**config.mk**
```make
export PLATFORM = sky130hd
export DESIGN_NAME = dm_access_unit_flat
export DESIGN_NICKNAME = d
export VERILOG_FILES = /design/src/rtl/dm_access_unit_pkg.sv /design/src/rtl/dm_access_unit_if.sv /design/src/rtl/dm_access_unit_load_ext_unit.sv /design/src/rtl/dm_access_unit.sv /design/src/flat_wrapper.sv
export SDC_FILE = /design/constraint.sdc
export NUM_CORES = 1
export LEC_CHECK = 0
export CORE_MARGIN = 2
export CORE_UTILIZATION = 40
export CTS_CLUSTER_DIAMETER = 150
export CTS_CLUSTER_SIZE = 10
export DETAILED_ROUTE_END_ITERATION = 12
export PLACE_DENSITY = 0.9
export SETUP_SLACK_MARGIN = 0.1
export SLEW_MARGIN = 15
export SYNTH_ARGS = -nofsm -noshare
export SYNTH_HDL_FRONTEND = slang
export SYNTH_SLANG_ARGS = --single-unit
```
**constraint.sdc**
```tcl
create_clock -name Clk -period 3.95 [get_ports Clk]
set_clock_uncertainty 0.05 [all_clocks]
set_input_delay 1.185 -clock Clk [delete_from_list [all_inputs] [get_ports Clk]]
set_output_delay 1.185 -clock Clk [all_outputs]
set_load 0.05 [all_outputs]
```
**src/rtl/dm_access_unit_pkg.sv**
```systemverilog
// Shared definitions for dm_access_unit.
//   - Bit positions inside the 9-bit one-hot ExtType vector
//     {lb,lbu,lh,lhu,lw,lwl,lwr,swl,swr}; lb is bit 8, swr is bit 0.
//   - State type for the data-memory stall controller.
package dm_access_unit_pkg;

  localparam int unsigned EXT_W   = 9;
  localparam int unsigned EXT_LB  = 8;
  localparam int unsigned EXT_LBU = 7;
  localparam int unsigned EXT_LH  = 6;
  localparam int unsigned EXT_LHU = 5;
  localparam int unsigned EXT_LW  = 4;
  localparam int unsigned EXT_LWL = 3;
  localparam int unsigned EXT_LWR = 2;
  localparam int unsigned EXT_SWL = 1;
  localparam int unsigned EXT_SWR = 0;

  typedef enum logic {
    IDLE    = 1'b0,
    UC_WAIT = 1'b1
  } dm_state_e;

endpackage

```
**src/rtl/dm_access_unit_if.sv**
```systemverilog
// Data-memory handshake between the E/M pipeline stage and the memory side.
//   is_load, is_store  : E-stage instruction is a load / store
//   uncached           : access targets the uncached SRAM port
//   hit                : cache hit for the current cached access
//   data_sram_data_ok  : uncached transfer complete this cycle
//   read, write        : request strobes produced by dm_access_unit
//   dm_stall           : pipeline hold at the E/M boundary
// slave  : used by dm_access_unit (consumes status, drives strobes/stall)
// master : used by the surrounding pipeline/memory model
interface dm_access_unit_if;

  logic is_load;
  logic is_store;
  logic uncached;
  logic hit;
  logic data_sram_data_ok;
  logic read;
  logic write;
  logic dm_stall;

  modport slave (
    input  is_load, is_store, uncached, hit, data_sram_data_ok,
    output read, write, dm_stall
  );

  modport master (
    output is_load, is_store, uncached, hit, data_sram_data_ok,
    input  read, write, dm_stall
  );

endinterface

```
**src/rtl/dm_access_unit_load_ext_unit.sv**
```systemverilog
// load_ext_unit: combinational load-data extraction/extension and per-byte
// register write enables for the stage after memory.
//   RawMemData            in  32  word captured by the M stage
//   Offset                in   2  byte address [1:0]
//   ExtType               in   9  one-hot {lb,lbu,lh,lhu,lw,lwl,lwr,swl,swr}
//   M_WriteRegEnable      in   1  M-stage register write enable
//   ExtMemData            out 32  extended load data
//   M_WriteRegEnableExted out  4  per-byte write enable, bit i = byte i
module load_ext_unit
  import dm_access_unit_pkg::*;
(
  input  logic [31:0]      RawMemData,
  input  logic [1:0]       Offset,
  input  logic [EXT_W-1:0] ExtType,
  input  logic             M_WriteRegEnable,
  output logic [31:0]      ExtMemData,
  output logic [3:0]       M_WriteRegEnableExted
);

  logic [7:0]  byte_sel;
  logic [15:0] half_sel;
  logic [4:0]  lwr_shamt;
  logic [4:0]  lwl_shamt;

  // 3 - Offset equals ~Offset for a 2-bit value.
  assign lwr_shamt = {Offset, 3'b000};
  assign lwl_shamt = {~Offset, 3'b000};

  assign byte_sel = RawMemData[{Offset, 3'b000} +: 8];
  assign half_sel = Offset[1] ? RawMemData[31:16] : RawMemData[15:0];

  always_comb begin
    ExtMemData = RawMemData;
    if (ExtType[EXT_LB]) begin
      ExtMemData = {{24{byte_sel[7]}}, byte_sel};
    end else if (ExtType[EXT_LBU]) begin
      ExtMemData = {24'h000000, byte_sel};
    end else if (ExtType[EXT_LH]) begin
      ExtMemData = {{16{half_sel[15]}}, half_sel};
    end else if (ExtType[EXT_LHU]) begin
      ExtMemData = {16'h0000, half_sel};
    end else if (ExtType[EXT_LW]) begin
      ExtMemData = RawMemData;
    end else if (ExtType[EXT_LWL]) begin
      ExtMemData = RawMemData << lwl_shamt;
    end else if (ExtType[EXT_LWR]) begin
      ExtMemData = RawMemData >> lwr_shamt;
    end
  end

  // lwl merges into the upper bytes, lwr into the lower bytes.
  always_comb begin
    M_WriteRegEnableExted = '0;
    if (M_WriteRegEnable) begin
      if (ExtType[EXT_LWL]) begin
        M_WriteRegEnableExted = 4'b1111 << ~Offset;
      end else if (ExtType[EXT_LWR]) begin
        M_WriteRegEnableExted = 4'b1111 >> Offset;
      end else begin
        M_WriteRegEnableExted = '1;
      end
    end
  end

endmodule

```
**src/rtl/dm_access_unit.sv**
```systemverilog
// dm_access_unit: memory-stage helper. Generates data-memory request strobes
// and the stage stall for cached/uncached accesses, and extends load data.
//   Clk                   in   1  clock, rising edge
//   Clr                   in   1  synchronous active-high reset / flush
//   bus                   slave  handshake (see dm_access_unit_if)
//   RawMemData            in  32  word captured by the M stage
//   Offset                in   2  byte address [1:0]
//   ExtType               in   9  one-hot {lb,lbu,lh,lhu,lw,lwl,lwr,swl,swr}
//   M_WriteRegEnable      in   1  M-stage register write enable
//   ExtMemData            out 32  extended load data
//   M_WriteRegEnableExted out  4  per-byte register write enable
module dm_access_unit
  import dm_access_unit_pkg::*;
(
  input  logic                   Clk,
  input  logic                   Clr,
  dm_access_unit_if.slave        bus,
  input  logic [31:0]            RawMemData,
  input  logic [1:0]             Offset,
  input  logic [EXT_W-1:0]       ExtType,
  input  logic                   M_WriteRegEnable,
  output logic [31:0]            ExtMemData,
  output logic [3:0]             M_WriteRegEnableExted
);

  dm_state_e state;
  dm_state_e next_state;
  logic      acc;

  assign acc = bus.is_load | bus.is_store;

  always_ff @(posedge Clk) begin
    if (Clr) begin
      state <= IDLE;
    end else begin
      state <= next_state;
    end
  end

  always_comb begin
    next_state = state;
    unique case (state)
      IDLE:    if (acc && bus.uncached) next_state = UC_WAIT;
      UC_WAIT: if (bus.data_sram_data_ok) next_state = IDLE;
      default: next_state = IDLE;
    endcase
  end

  // Uncached requests strobe once on entry; cached requests hold until hit.
  always_comb begin
    bus.read     = 1'b0;
    bus.write    = 1'b0;
    bus.dm_stall = 1'b0;
    if (!Clr) begin
      unique case (state)
        IDLE: begin
          if (acc) begin
            bus.read     = bus.is_load;
            bus.write    = bus.is_store;
            bus.dm_stall = bus.uncached ? 1'b1 : ~bus.hit;
          end
        end
        UC_WAIT: begin
          bus.dm_stall = ~bus.data_sram_data_ok;
        end
        default: ;
      endcase
    end
  end

  load_ext_unit u_load_ext (
    .RawMemData            (RawMemData),
    .Offset                (Offset),
    .ExtType               (ExtType),
    .M_WriteRegEnable      (M_WriteRegEnable),
    .ExtMemData            (ExtMemData),
    .M_WriteRegEnableExted (M_WriteRegEnableExted)
  );

endmodule

```
**src/flat_wrapper.sv**
```systemverilog
// flat-port wrapper written by rule: the top's interface ports become plain ports
module dm_access_unit_flat import dm_access_unit_pkg::*;
  (Clk, Clr, RawMemData, Offset, ExtType, M_WriteRegEnable, ExtMemData, M_WriteRegEnableExted, bus_is_load, bus_is_store, bus_uncached, bus_hit, bus_data_sram_data_ok, bus_read, bus_write, bus_dm_stall);
  dm_access_unit_if bus_i ();
  input  logic Clk;
  input  logic Clr;
  input  logic [31:0] RawMemData;
  input  logic [1:0] Offset;
  input  logic [EXT_W-1:0] ExtType;
  input  logic M_WriteRegEnable;
  output logic [31:0] ExtMemData;
  output logic [3:0] M_WriteRegEnableExted;
  input wire logic [$bits(bus_i.is_load)-1:0] bus_is_load;
  input wire logic [$bits(bus_i.is_store)-1:0] bus_is_store;
  input wire logic [$bits(bus_i.uncached)-1:0] bus_uncached;
  input wire logic [$bits(bus_i.hit)-1:0] bus_hit;
  input wire logic [$bits(bus_i.data_sram_data_ok)-1:0] bus_data_sram_data_ok;
  output wire logic [$bits(bus_i.read)-1:0] bus_read;
  output wire logic [$bits(bus_i.write)-1:0] bus_write;
  output wire logic [$bits(bus_i.dm_stall)-1:0] bus_dm_stall;
  assign bus_i.is_load = bus_is_load;
  assign bus_i.is_store = bus_is_store;
  assign bus_i.uncached = bus_uncached;
  assign bus_i.hit = bus_hit;
  assign bus_i.data_sram_data_ok = bus_data_sram_data_ok;
  assign bus_read = bus_i.read;
  assign bus_write = bus_i.write;
  assign bus_dm_stall = bus_i.dm_stall;
  dm_access_unit u_core (.Clk(Clk), .Clr(Clr), .bus(bus_i), .RawMemData(RawMemData), .Offset(Offset), .ExtType(ExtType), .M_WriteRegEnable(M_WriteRegEnable), .ExtMemData(ExtMemData), .M_WriteRegEnableExted(M_WriteRegEnableExted));
endmodule
```
==> summary.md, run 1 <==
| Metric | Value |
|---|---|
| Run status | `aborted with a tool error` |
| Halt Stage | `clock tree synthesis` |
| Error msg | `[ERROR DPL-0038] Utilization greater than 100%, impossible to legalize` |
| Post-synthesis compound-gate area fraction | `0.496` |
| Chip width | `around 71 um` |
| Yosys top cell area share | `0.101` |
| Post-Synth Simple-Gate Area | `0.190` |
| Port buffer count | `just under 90` |
| Height of the die | `slightly above 70 um` |
| Synth Flop Type | `dfxtp_1` |
| Yosys warning total | `0` |
| Hold-fix buffer count after cts | `0` |
| Cell Rows | `24` |
| Synth async-reset ratio | `0` |
| Syn Inst Count | `about 250` |
| Netlist cell types | `between 40 and 50` |
| Yosys reg bits | `1` |
| Count leader, synth | `o21ai_0` |
| Setup repair bufs after CTS | `6` |
| Sequential area share after synthesis | `0.0112` |
| Multiplexer area fraction after synthesis | `0.203` |
| Pre-CTS setup slack | `-0.454 ns` |
| Synth Cell Area | `1780 um2` |
| Top cells by instance count after synthesis | `o21ai_0 (33), nand2_1 (27), inv_1 (15)` |
| Detailed placer's ending HPWL | `8.30 mm` |
| Synth Area in XOR/XNOR | `0` |
| Post-synth EDFFs | `0` |
| Post_cts resized | `134` |
| Initial core utilization | `0.413` |
| Top post-synthesis cells by area | `mux4_2 (10%), o21ai_0 (9.3%), a2bb2oi_1 (6.4%)` |
| Ports | `90` |
| Adder-cell area share of the yosys netlist | `0` |
| Cell taking the most area after synthesis | `mux4_2` |
| Synth Net Count | `303` |
| Gpl congestion | `between 1 and 1.5` |
| Placed Area | `between 3000 and 4000 um2` |
| Syn Area/Cell | `~7 um2` |
| Main combinational cell family by area after synthesis | `compound AO/OA/AOI/OAI gates` |
## cells by family after synthesis
group,Yosys count
AO/OA/AOI/OAI,120
buffers and inverters,40
multiplexers,25
AND/OR/NAND/NOR,66
flip-flops,1
## through the flow
| stage | utilization | std cells |
|---|---|---|
| 2_1_floorplan | - | 252 |
| 3_3_place_gp | 0.896 | 475 |
| 3_5_place_dp | 0.896 | 475 |
==> inputs of run 2 (changes only) <==
--- a/config.mk
+++ b/config.mk
@@ -6,12 +6,9 @@
 export NUM_CORES = 1
 export LEC_CHECK = 0
 export CORE_MARGIN = 2
-export CORE_UTILIZATION = 40
-export CTS_CLUSTER_DIAMETER = 150
-export CTS_CLUSTER_SIZE = 10
+export CORE_UTILIZATION = 25
 export DETAILED_ROUTE_END_ITERATION = 12
-export PLACE_DENSITY = 0.9
-export SETUP_SLACK_MARGIN = 0.1
+export PLACE_DENSITY_LB_ADDON = 0.15
 export SLEW_MARGIN = 15
 export SYNTH_ARGS = -nofsm -noshare
 export SYNTH_HDL_FRONTEND = slang
==> run 2 against run 1 <==
- area after synthesis is the same
- synthesized cell count is the same
- the flow now finishes without violations
==> summary.md, run 2 <==
| Metric | Value |
|---|---|
| Yosys reg bits | `1 (unchanged)` |
| Syn Inst Count | `252 (unchanged)` |
| TNS Setup | `0 ns` |
| First-pass GRT wire length | `around 15 mm` |
| TritonRoute pass-1 iters | `5` |
| Synth Cell Area | `1780 um2 (unchanged)` |
| Number of fill cells | `between 600 and 700` |
| Pin count of the biggest net entering global routing | `22` |
| Max rail drop VDD | `roughly 85 uV` |
| Worst EP arrival | `between 2 and 3 ns` |
| Share of layout cells above drive strength 1 | `0.524` |
| Switching fraction of total power | `0.524` |
| GRT Resource Usage Total | `0.244` |
| Main combinational cell family by area after synthesis | `compound AO/OA/AOI/OAI gates` |
| Initial core utilization | `0.260 (-0.153)` |
| Routed vias | `about 3000` |
| Grt total ovfl | `0` |
| # DRC | `0` |
| Clock-pin slew on the worst setup and hold paths | `0 ns` |
| CP most frequent cell | `buf_4` |
| Core area | `approximately 6900 um2` |
| CP Launch Type | `input pin` |
| Drt total wl | `9.76 mm` |
| Worst path required time | `approximately 2.7 ns` |
| Largest Register | `u_core.state` |
| Int Power | `0.355 mW` |
| Initial antenna violation count | `0` |
| Most common cell after layout, fill and taps aside | `buf_4` |
| Most frequent cells in the layout | `buf_4 (93), buf_6 (33), nand2_1 (26)` |
| CP Capture Type | `output port` |
| Ports | `90 (unchanged)` |
| Rel. slew slack | `0.696` |
| Port buffer count | `87 (unchanged)` |
| Post-Synth Simple-Gate Area | `0.190 (unchanged)` |
| CP max stage cell | `bufbuf_16` |
| Synth async-reset ratio | `0 (unchanged)` |
| Syn Area/Cell | `7.08 um2 (unchanged)` |
| Max FO, Critical Path | `6` |
| Top post-synthesis cells by area | `mux4_2 (10%), o21ai_0 (9.3%), a2bb2oi_1 (6.4%)` |
| Count leader, synth | `o21ai_0` |
| Fin. max-slew vios | `0` |
| Adder-cell area share of the yosys netlist | `0 (unchanged)` |
| Sequential power share | `0.015` |
| Cell Rows | `30 (+25%)` |
| Final worst-path cycle share | `0.996` |
| Chip width | `88.5 um (+25%)` |
| Gpl congestion | `0.868 (-14%)` |
| Final net count | `~480` |
| Area added between synthesis and finish | `132%` |
| Placed Area | `3680 um2 (-4.9%)` |
| Worst slew pin tran | `~0.46 ns` |
| Comb pwr share | `0.985` |
| Vias in the first global route | `about 2900` |
| Routed Antenna Nets | `0` |
| Fmax | `~250 MHz` |
| Post-synth EDFFs | `0 (unchanged)` |
| Max Cap Violations | `0` |
| Yosys top cell area share | `0.101 (unchanged)` |
| Post-route cell area | `4140 um2` |
| Diode count | `0` |
| Sequential area share after synthesis | `0.0112 (unchanged)` |
| Clock power share | `0` |
| Hold slack | `0.514 ns` |
| Synth Flop Type | `dfxtp_1` |
| Netlist cell types | `44 (unchanged)` |
| Setup violations, final | `0` |
| Synth Area in XOR/XNOR | `0 (unchanged)` |
| Pwr Total | `roughly 0.75 mW` |
| Post-synthesis compound-gate area fraction | `0.496 (unchanged)` |
| Via/cell ratio | `about 5.8` |
| Final hold violations | `0` |
| Crit path time final | `roughly 3.9 ns` |
| Largest register FFs | `1` |
| Lkg Pwr | `between 1.5 and 2 nW` |
| Biggest regs | `u_core.state x1` |
| Run status | `finished, final reports clean` |
| Die area | `about 8000 um2` |
| Avg WL per Cell | `18.8 um` |
| Detailed placer's ending HPWL | `7.06 mm (-15%)` |
| Height of the die | `88.5 um (+25%)` |
| Multiplexer area fraction after synthesis | `0.203 (unchanged)` |
| Cell taking the most area after synthesis | `mux4_2` |
| Total net switching power | `just under 0.4 mW` |
| Pwr dens | `180 nW/um2` |
| CP Cell Sequence | `buf_4 > bufbuf_16 > nor2b_2 > buf_6 > buf_4 > buf_4 > a221oi_2 > o31ai_2 > buf_6` |
| Top cells by instance count after synthesis | `o21ai_0 (33), nand2_1 (27), inv_1 (15)` |
| DR iter-0 viols | `280` |
| Worst Hold Class | `reg2reg` |
| Fin util | `0.603` |
| Clock latency on the worst-skew pair | `0 ns` |
| Synth Net Count | `303 (unchanged)` |
| Yosys warning total | `0 (unchanged)` |
| Max incr delay on CP | `between 0.2 and 0.3 ns` |
| Critical path class | `in2out` |
==> run 2: cell counts after synthesis <==
No cell type changed its count.
==> run 2: final cells by class <==
cell class              instances  area, um2  area share
inverters                      15       56.3      0.0136
multi-input cells             211       1930       0.466
flip-flops and latches          1       20.0     0.00483
well taps                      96        120      0.0290
repair buffers                195       2020       0.486
==> run 2: routing by layer <==
metal / global-route usage / part of all wire
met1: 0.342 / 0.43
met2: 0.406 / 0.47
met3: 0.0196 / 0.076
met4: 0.0565 / 0.023
met5: 0 / 0
==> run 2: final timing paths <==
kind                      startpoint  depth (start not counted)  slack, ns                      end
min reg2reg  u_core.state$_SDFF_PP0_                          2       0.51  u_core.state$_SDFF_PP0_
max reg2reg  u_core.state$_SDFF_PP0_                          2       3.10  u_core.state$_SDFF_PP0_
max                        Offset[0]                          9       0.01           ExtMemData[17]
min          u_core.state$_SDFF_PP0_                          2       0.51  u_core.state$_SDFF_PP0_
==> run 2: power groups by stage <==
stage / sequential, mW / combinational, mW / clock (mW)
detailed placement: 0.0114 / 0.657 / 0
global route: 0.0115 / 0.769 / 0
floorplan: 0.0114 / 0.352 / 0
CTS: 0.0114 / 0.725 / 0
global placement: 0.0114 / 0.654 / 0
finish: 0.0114 / 0.734 / 0
==> run 2: logic make-up after synthesis <==
kind of cell / count (synthesis)
mux: 25
simple gates: 66
flops: 1
buf+inv: 40
compound gates: 120
==> run 2: timing repair <==
action	CTS	global route
hold buffers	0	0
endpoints found under the setup margin	32	31
gates cloned	3	0
pin swaps	21	22
resized for setup	80	44
setup buffers	9	2
==> run 2: critical path, delay by kind of cell <==
family / cells / cell delay [ns]
buffers and inverters: 6 / 0.97
AOI/OAI and AO/OA: 2 / 0.38
and+or+nand+nor: 1 / 0.16
==> run 2: per-stage QoR <==
step	setup WS, ns	cells
final	0.0142	518
after floorplan	-0.341	252
after detailed placement	-0.396	506
after global placement	-0.343	506
after global routing	-0.0122	518
after CTS	0.00385	517
Note: power is estimated with default switching activity, not from simulation.
